**src/rtl/set_assoc_cache_ctrl.sv**
```systemverilog
// Set-associative, write-back / write-allocate cache controller with age-based LRU
// replacement and a one-word-per-strobe memory handshake.
module set_assoc_cache_ctrl #(
  parameter int ADR_W    = 16,
  parameter int DATA_W   = 8,
  parameter int WAYS     = 4,
  parameter int SET_BITS = 3,
  parameter int OFF_BITS = 2
) (
  input  logic              CLK,
  input  logic              RST,
  input  logic              readCPU,
  input  logic              writeCPU,
  input  logic [ADR_W-1:0]  adrCPU,
  input  logic [DATA_W-1:0] dataCPUin,
  output logic [DATA_W-1:0] dataCPUout,
  output logic              stallCPU,
  output logic              doneCPU,
  output logic [ADR_W-1:0]  adrMM,
  output logic [DATA_W-1:0] dataMMout,
  input  logic [DATA_W-1:0] dataMMin,
  output logic              readMem,
  output logic              writeMem,
  input  logic              readyMem
);

  localparam int TAG_W = ADR_W - SET_BITS - OFF_BITS;
  localparam int SETS  = 1 << SET_BITS;
  localparam int WORDS = 1 << OFF_BITS;
  localparam int WAY_W = (WAYS > 1) ? $clog2(WAYS) : 1;

  typedef enum logic [2:0] {IDLE, LOOKUP, WRITEBACK, REFILL, UPDATE} state_t;

  state_t              state_q;
  logic [ADR_W-1:0]    req_adr_q;
  logic [DATA_W-1:0]   req_data_q;
  logic                req_wr_q;
  logic [WAY_W-1:0]    way_q;
  logic [OFF_BITS-1:0] cnt_q;

  logic [TAG_W-1:0]  tag_q   [SETS][WAYS];
  logic              valid_q [SETS][WAYS];
  logic              dirty_q [SETS][WAYS];
  logic [DATA_W-1:0] data_q  [SETS][WAYS][WORDS];

  logic [TAG_W-1:0]    req_tag;
  logic [SET_BITS-1:0] req_set;
  logic [OFF_BITS-1:0] req_off;
  assign {req_tag, req_set, req_off} = req_adr_q;

  assign stallCPU = (state_q != IDLE);

  logic             hit;
  logic [WAY_W-1:0] hit_way;
  logic [WAY_W-1:0] vic_way;
  logic [WAY_W-1:0] lru_way;

  // Descending scan so the lowest-index invalid way is the last one to win.
  always_comb begin
    hit     = 1'b0;
    hit_way = '0;
    vic_way = lru_way;
    for (int w = WAYS - 1; w >= 0; w--) begin
      if (valid_q[req_set][w] && (tag_q[req_set][w] == req_tag)) begin
        hit     = 1'b1;
        hit_way = WAY_W'(w);
      end
      if (!valid_q[req_set][w]) vic_way = WAY_W'(w);
    end
  end

  logic             touch;
  logic [WAY_W-1:0] touch_way;
  assign touch     = ((state_q == LOOKUP) && hit) || (state_q == UPDATE);
  assign touch_way = (state_q == UPDATE) ? way_q : hit_way;

  generate
    if (WAYS > 1) begin : g_age
      logic [WAY_W-1:0] age_q [SETS][WAYS];

      always_ff @(posedge CLK) begin
        if (RST) begin
          for (int s = 0; s < SETS; s++)
            for (int w = 0; w < WAYS; w++) age_q[s][w] <= WAY_W'(w);
        end else if (touch) begin
          for (int w = 0; w < WAYS; w++) begin
            if (WAY_W'(w) == touch_way)
              age_q[req_set][w] <= '0;
            else if (age_q[req_set][w] < age_q[req_set][touch_way])
              age_q[req_set][w] <= age_q[req_set][w] + 1'b1;
          end
        end
      end

      always_comb begin
        lru_way = '0;
        for (int w = 0; w < WAYS; w++)
          if (age_q[req_set][w] == WAY_W'(WAYS - 1)) lru_way = WAY_W'(w);
      end
    end else begin : g_no_age
      assign lru_way = '0;
    end
  endgenerate

  always_ff @(posedge CLK) begin
    if (RST) begin
      state_q    <= IDLE;
      readMem    <= 1'b0;
      writeMem   <= 1'b0;
      doneCPU    <= 1'b0;
      adrMM      <= '0;
      dataMMout  <= '0;
      dataCPUout <= '0;
      req_adr_q  <= '0;
      req_data_q <= '0;
      req_wr_q   <= 1'b0;
      way_q      <= '0;
      cnt_q      <= '0;
      // NOTE: only the valid/dirty bits need a reset; tag and data arrays are
      // don't-care while invalid, so they stay plain RAM without a reset path.
      for (int s = 0; s < SETS; s++) begin
        for (int w = 0; w < WAYS; w++) begin
          valid_q[s][w] <= 1'b0;
          dirty_q[s][w] <= 1'b0;
        end
      end
    end else begin
      doneCPU <= 1'b0;
      unique case (state_q)
        IDLE: begin
          if (readCPU || writeCPU) begin
            req_adr_q  <= adrCPU;
            req_data_q <= dataCPUin;
            req_wr_q   <= !readCPU;
            state_q    <= LOOKUP;
          end
        end
        LOOKUP: begin
          if (hit) begin
            if (req_wr_q) begin
              data_q[req_set][hit_way][req_off] <= req_data_q;
              dirty_q[req_set][hit_way]         <= 1'b1;
            end else begin
              dataCPUout <= data_q[req_set][hit_way][req_off];
            end
            doneCPU <= 1'b1;
            state_q <= IDLE;
          end else begin
            way_q                     <= vic_way;
            cnt_q                     <= '0;
            valid_q[req_set][vic_way] <= 1'b0;
            state_q <= (valid_q[req_set][vic_way] && dirty_q[req_set][vic_way])
                       ? WRITEBACK : REFILL;
          end
        end
        WRITEBACK: begin
          if (!writeMem) begin
            writeMem  <= 1'b1;
            adrMM     <= {tag_q[req_set][way_q], req_set, cnt_q};
            dataMMout <= data_q[req_set][way_q][cnt_q];
          end else if (readyMem) begin
            writeMem <= 1'b0;
            cnt_q    <= cnt_q + 1'b1;
            if (cnt_q == OFF_BITS'(WORDS - 1)) state_q <= REFILL;
          end
        end
        REFILL: begin
          if (!readMem) begin
            readMem <= 1'b1;
            adrMM   <= {req_tag, req_set, cnt_q};
          end else if (readyMem) begin
            readMem                       <= 1'b0;
            data_q[req_set][way_q][cnt_q] <= dataMMin;
            cnt_q                         <= cnt_q + 1'b1;
            if (cnt_q == OFF_BITS'(WORDS - 1)) state_q <= UPDATE;
          end
        end
        UPDATE: begin
          tag_q[req_set][way_q]   <= req_tag;
          valid_q[req_set][way_q] <= 1'b1;
          dirty_q[req_set][way_q] <= req_wr_q;
          if (req_wr_q) data_q[req_set][way_q][req_off] <= req_data_q;
          else          dataCPUout <= data_q[req_set][way_q][req_off];
          doneCPU <= 1'b1;
          state_q <= IDLE;
        end
        default: state_q <= IDLE;
      endcase
    end
  end

endmodule

```
**config.mk**
```make
export PLATFORM = sky130hd
export DESIGN_NAME = set_assoc_cache_ctrl
export DESIGN_NICKNAME = d
export VERILOG_FILES = /design/src/rtl/set_assoc_cache_ctrl.sv
export SDC_FILE = /design/constraint.sdc
export NUM_CORES = 2
export LEC_CHECK = 0
export BUFFER_PORTS_ARGS = -buffer_cell sky130_fd_sc_hd__buf_2
export CAP_MARGIN = 25
export CORE_MARGIN = 3
export CORE_UTILIZATION = 40
export DETAILED_ROUTE_END_ITERATION = 8
export PLACE_DENSITY_LB_ADDON = 0.05
export SETUP_SLACK_MARGIN = 0.15
export SKIP_LAST_GASP = 1
export SLEW_MARGIN = 20
export SYNTH_ARGS = -nofsm -noshare
export SYNTH_HDL_FRONTEND = slang
export SYNTH_SLANG_ARGS = --single-unit
```
**constraint.sdc**
```tcl
create_clock -name CLK -period 9 [get_ports CLK]
set_input_delay 0.45 -clock CLK [delete_from_list [all_inputs] [get_ports CLK]]
set_output_delay 0.45 -clock CLK [all_outputs]
set_load 0.01 [all_outputs]
```
* After elaboration in Yosys (flattened, before gate mapping)
Memory sizes are Yosys's and may differ from the RTL's. A register that Yosys moved wholly into a read port is not among the register bits.
Cells that the tools add are included.
** Storage, ports and cells
- Word-level logic and storage cells :: 806
- Bits of input ports :: 37
- Register bits :: 67
- RAM bits :: 1504
- Memories kept :: 5
** Operators by class
- Add/sub/neg operators :: 5
- Magnitude comparators :: 15
- Equality and inequality tests :: 28
- Muxes and demuxes :: 435
- Reductions and logical operators :: 30
- Bitwise gates (word level) :: 276
** Memory list
- data_q :: depth 8, width 128, read ports 1, clocked after memory_dff 1, write ports 1, RTL line 44 : logic [DATA_W-1:0] data_q [SETS][WAYS][WORDS];
- tag_q :: depth 8, width 44, read ports 1, clocked after memory_dff 1, write ports 1, RTL line 41 : logic [TAG_W-1:0] tag_q [SETS][WAYS];
- g_age.age_q :: depth 8, width 8, read ports 1, clocked after memory_dff 1, write ports 8, RTL line 79 : logic [WAY_W-1:0] age_q [SETS][WAYS];
- dirty_q :: depth 8, width 4, read ports 1, clocked after memory_dff 1, write ports 8, RTL line 43 : logic dirty_q [SETS][WAYS];
- valid_q :: depth 8, width 4, read ports 1, clocked after memory_dff 1, write ports 8, RTL line 42 : logic valid_q [SETS][WAYS];
** Operators with widths (count)
- 128-bit two-way mux :: 3
- 1-bit two-way mux :: 334
- 1-bit bitwise OR :: 268
- 32-bit two-way mux :: 7
- 32-bit demux with 2-bit select :: 3
- 32-bit binary-select mux with 2-bit select :: 2
- 8-bit two-way mux :: 12
- 3-bit two-way mux :: 20
- 8-bit binary-select mux with 2-bit select :: 3
- 11-bit == test :: 4
- 2-bit two-way mux :: 22
- 44-bit two-way mux :: 1
- 11-bit two-way mux :: 3
- 8-bit demux with 2-bit select :: 2
- 16-bit two-way mux :: 2
- 4-bit two-way mux :: 8
- 16-bit case mux with 2 select lines :: 1
- 2-bit inequality test (second input constant) :: 13
- 11-bit binary-select mux with 2-bit select :: 1
- 11-bit demux with 2-bit select :: 1
- 3-bit greater-or-equal comparator (second input constant) :: 6
- 2-bit inverter with 3-bit output :: 6
- 8-bit case mux with 2 select lines :: 1
- 3-bit by 1-bit < comparator with 1-bit output (second input constant) :: 5
- 28 further kinds :: 61

* Logic depth before layout (Yosys ltp)
- Depth after elaboration :: 20
- Gate-level depth with buffers :: 19

* Worst setup path before layout
No wires, ideal clock.
- Kind :: register to register
- From :: reg (tool-made name)
- To :: mem data_q[0][0] (netlist name) (enable)
- Cell stages (with the launch flop) :: 17
- Setup time :: 0.370 ns
- Buffers on the path :: 5
- Data required time :: 8.630 ns
- Path slack :: 4.747 ns
- Arrival :: 3.883 ns
- Path through :: dfxtp_1 -> buf_4 -> buf_2 -> buf_6 -> mux4_2 -> mux2i_1 -> xnor2_1 -> nor4_1 -> nor4bb_1 -> buf_2 -> or4_1 -> or3_1 -> nor2_1 -> a21oi_1 -> clkbuf_1 -> o21a_1 -> nor2_1
** RTL lines (RTL line)
- to (decl) :: 44

==> summary.md <==
| Metric | Value |
|---|---|
| Critical path required time | `approximately 9.5 ns` |
| Final number of setup-violating endpoints | `0` |
| Normalized max-slew margin | `0.2337` |
| Wire length after detailed routing | `~210 mm` |
| Number of standard cells after synthesis | `around 3.8k` |
| Maximum fanout along the worst path | `39` |
| Top cells by area in the synthesized netlist | `edfxtp_1 67%, mux4_2 13%, mux2i_1 3.8%, mux2_2 2.4%, nor2_1 2.2%` |
| Count of input and output buffers | `about 70` |
| Cell type contributing the most total cell area after synthesis | `edfxtp_1` |
| Fin. Hold Viols | `0` |
| Sequence of cells on the critical path | `buf_4 -> buf_4 -> mux4_2 -> mux2i_1 -> nor3_1 -> nor4bb_4 -> buf_4 -> or4_1 -> buf_4 -> or3_1 -> nor2_1 -> a21oi_1 -> inv_1 -> a21boi_1 -> nor2_1` |
| Post-route DRC violation count | `0` |
| Delay of the slowest cell on the worst path | `0.80 ns` |
| Kind of capture point of the worst setup path | `flip-flop` |
| Flip-flop and latch count after synthesis | `about 1.6k` |
| Sequential area share after synthesis | `0.6933` |
| Category of the critical setup timing path | `flip-flop to flip-flop` |
| Worst-margin pin slew | `1.118 ns` |
| Leak pwr | `roughly 24 nW` |
| First-pass GRT wire length | `between 200 and 300 mm` |
| Total power per unit cell area | `224.4 nW/um2` |
| Cell with the biggest individual delay on the critical path | `dfxtp_4` |
| Area share of the largest cell type after synthesis | `0.6725` |
| Bufs on Longest Clock Path | `3` |
| HPWL reported at the end of detailed placement | `around 140 mm` |
| Number of global-route vias before repair | `37.91k` |
| Post-synth ARST share | `0` |
| Clock transition at the registers of the reported paths | `roughly 0.060 ns` |
| I/O pin count | `73` |
| Number of max-slew violations in the final report | `0` |
| Fraction of layout cells with a size suffix above 1 | `0.2496` |
| Vias per cell | `5.870` |
| Final Net Count | `3990` |
| DRT antenna net count | `0` |
| Share of the clock period used by the worst path | `0.7386` |
| Outcome | `finished, final reports clean` |
| Latest clock arrival within the worst-skew pair | `0.81 ns` |
| Clock Root Buffer | `clkbuf_16` |
| Final routed wire length divided by cell count | `32.96 um` |
| Starting density of the core | `0.4048` |
| Setup repair after global routing missed its margin | `false` |
| Routing layer with the top usage in global route | `met2` |
| Full die area | `roughly 170000 um2` |
| Cell Rows | `approximately 150` |
| Buffering stage count on the worst path with inverters included | `5` |
| Arrival time at the worst endpoint | `7.11 ns` |
| Clk sinks | `about 1.6k` |
| Maximum number of pins on one net before global-route repair | `97` |
| GR met2 Demand/Resource | `0.3976` |
| GPL Wtd Cong | `0.9104` |
| Setup TNS after final layout | `0 ns` |
| Most used standard cell by instance count after synthesis | `edfxtp_1` |
| Number of synthesized flops with an enable pin | `1504` |
| Classification of the worst-slack hold path | `input pin to flip-flop` |
| Tightest hold margin | `about 0.08 ns` |
| Post-synthesis cell type count | `82` |
| Maximum Capacitance Violations | `0` |
| DP Worst Slack | `about 2.4 ns` |
| Total CTS buffers | `171` |
| Post-synth design cell area | `between 60000 and 70000 um2` |
| Nature of the critical path startpoint | `flip-flop` |
| Violation count after the first detailed-route iteration | `4040` |
| Worst Setup Slack, final | `2.352 ns` |
| Met1 routing resource usage after global routing | `0.3200` |
| Number of antenna violations at the first check in global routing | `15` |
| Die X | `415.8 um` |
| Post-route minimum period | `6.648 ns` |
| Primary flip-flop cell chosen by synthesis mapping | `edfxtp_1` |
| Max Freq | `150.4 MHz` |
| Post-CTS setup repair buffer count | `0` |
| Global-route track usage on met3 | `0.03771` |
| Top cell by count, worst path | `buf_4` |
| Number of warnings reported in the yosys synthesis log | `0` |
| Average cell area after synthesis | `17.54 um2` |
| Total overflow reported by the global router | `0` |
| Maximum level of the CTS H-tree | `4` |
| First-pass detailed-route iteration total | `7` |
| TritonCTS clock tree | `yes` |
| P&R area growth vs syn | `13.08%` |
| Largest vdd supply drop | `between 0.2 and 0.25 mV` |
| Worst clock skew on the final layout | `0.03379 ns` |
| Total track usage | `0.2392` |
| Post-synthesis net count | `between 3k and 4k` |
| Core ar. | `165900 um2` |
| Number of vias after detailed routing | `36.91k` |
| Vertical extent of the die | `415.8 um` |
| Worst path top cell family by delay | `simple AND/OR/NAND/NOR gates` |
| Leading post-synthesis cells by instance count | `1504 x edfxtp_1, 398 x nor2_1, 384 x mux4_2, 258 x mux2i_1, 168 x nand2_1` |
-- registers in the layout (all words and copies together) (netlist names), named ones only --
| register | cells |
|---|---|
| data_q | 1024 |
| dirty_q | 32 |
| req_data_q | 8 |
| adrMM | 16 |
| req_wr_q | 1 |
| valid_q | 32 |
| writeMem | 1 |
| req_adr_q | 16 |
| dataCPUout | 8 |
| state_q | 3 |
| way_q | 2 |
| doneCPU | 1 |
| dataMMout | 8 |
| readMem | 1 |
| g_age.age_q | 64 |
| cnt_q | 2 |
| tag_q | 352 |
-- layout make-up --
class | count | area (um2)
clock buffer | 225 | 4594
clock inverter | 93 | 1127
sequential | 1574 | 46590
fill | 14132 | 89970
timing repair buffer | 205 | 1435
inverter | 25 | 93.84
multi-input combinational | 1969 | 19340
tap | 2189 | 2739
antenna | 8 | 20.02
-- timing repair --
item / in CTS / in global routing
hold endpoints to repair: 23 / 0
hold buffers: 23 / 0
gates resized for setup: 0 / 0
-- where the power goes --
group / internal, mW / switching [mW] / total [mW]
clock network: 4.24 / 2.92 / 7.16
registers: 8.13 / 0.119 / 8.25
logic: 0.581 / 1.05 / 1.63
total: 12.9 / 4.09 / 17.0
-- logic make-up (layout without fill, tap and decap cells) --
family | count (synthesis) | count (layout) | synth area share
buffers and inverters | 286 | 548 | 0.02019
AND/OR/NAND/NOR | 747 | 747 | 0.04849
flip-flops | 1574 | 1574 | 0.6933
AO/OA/AOI/OAI | 389 | 389 | 0.03970
XOR/XNOR | 34 | 34 | 0.004434
adder cells (fa/ha/maj) | 11 | 11 | 0.001937
other | 0 | 8 | 0
multiplexers | 788 | 788 | 0.1919
-- per-stage QoR --
step                power [mW]  utilization  instances  cell area, um2
floorplan                9.349            -       3829           67160
global placement         10.01       0.4211       5927           69870
detailed placement       10.03       0.4213       5929           69900
CTS                      17.19       0.4572       6270           75850
global route             17.57       0.4576       6280           75930
finish                   17.04       0.4577       6288           75950
-- worst paths after layout --
path	to	startpoint	slack, ns	cells past startpoint
max	data_q[2][11]	flip-flop	2.35	15
min	req_wr_q	writeCPU	0.08	3
max reg2reg	data_q[2][11]	flip-flop	2.35	15
min reg2reg	adrMM[4]	adrMM[4]	0.51	2
-- worst reg2reg max path, stage by stage (launching register included) --
cell,delay (ns)
dfxtp_4,0.80
buf_4,0.37
buf_4,0.55
mux4_2,0.36
mux2i_1,0.19
nor3_1,0.29
nor4bb_4,0.38
buf_4,0.41
or4_1,0.21
buf_4,0.27
or3_1,0.57
nor2_1,0.09
a21oi_1,0.46
inv_1,0.19
a21boi_1,0.74
nor2_1,0.42
-- metal layers --
layer	wire length, um	vias to the layer above
met4	7754	0
li1	-	15499
met1	85440	19522
met5	0	-
met3	12820	361
met2	101300	1528
-- placed cells by master (no fill, tap or decap), types with 14 or more instances in the layout --
cell type	instances
a21oi_1	80
nor2_1	390
edfxtp_1	1504
clkinv_1	30
mux4_2	384
dlygate4sd3_1	23
clkbuf_16	173
dfxtp_1	56
clkbuf_1	45
bufinv_16	22
mux2_2	144
a211oi_1	25
nor3_1	32
buf_4	109
buf_2	71
o21bai_1	40
a21o_1	35
a22oi_1	38
nand3_1	20
o22ai_1	14
o21a_1	19
and2_1	16
nor2b_1	20
xor2_1	18
xnor2_1	16
o21ai_0	52
mux2i_1	258
clkinv_2	20
nand2_1	166
nor2_2	14
inv_1	22
Note: power is estimated with default switching activity, not from simulation.
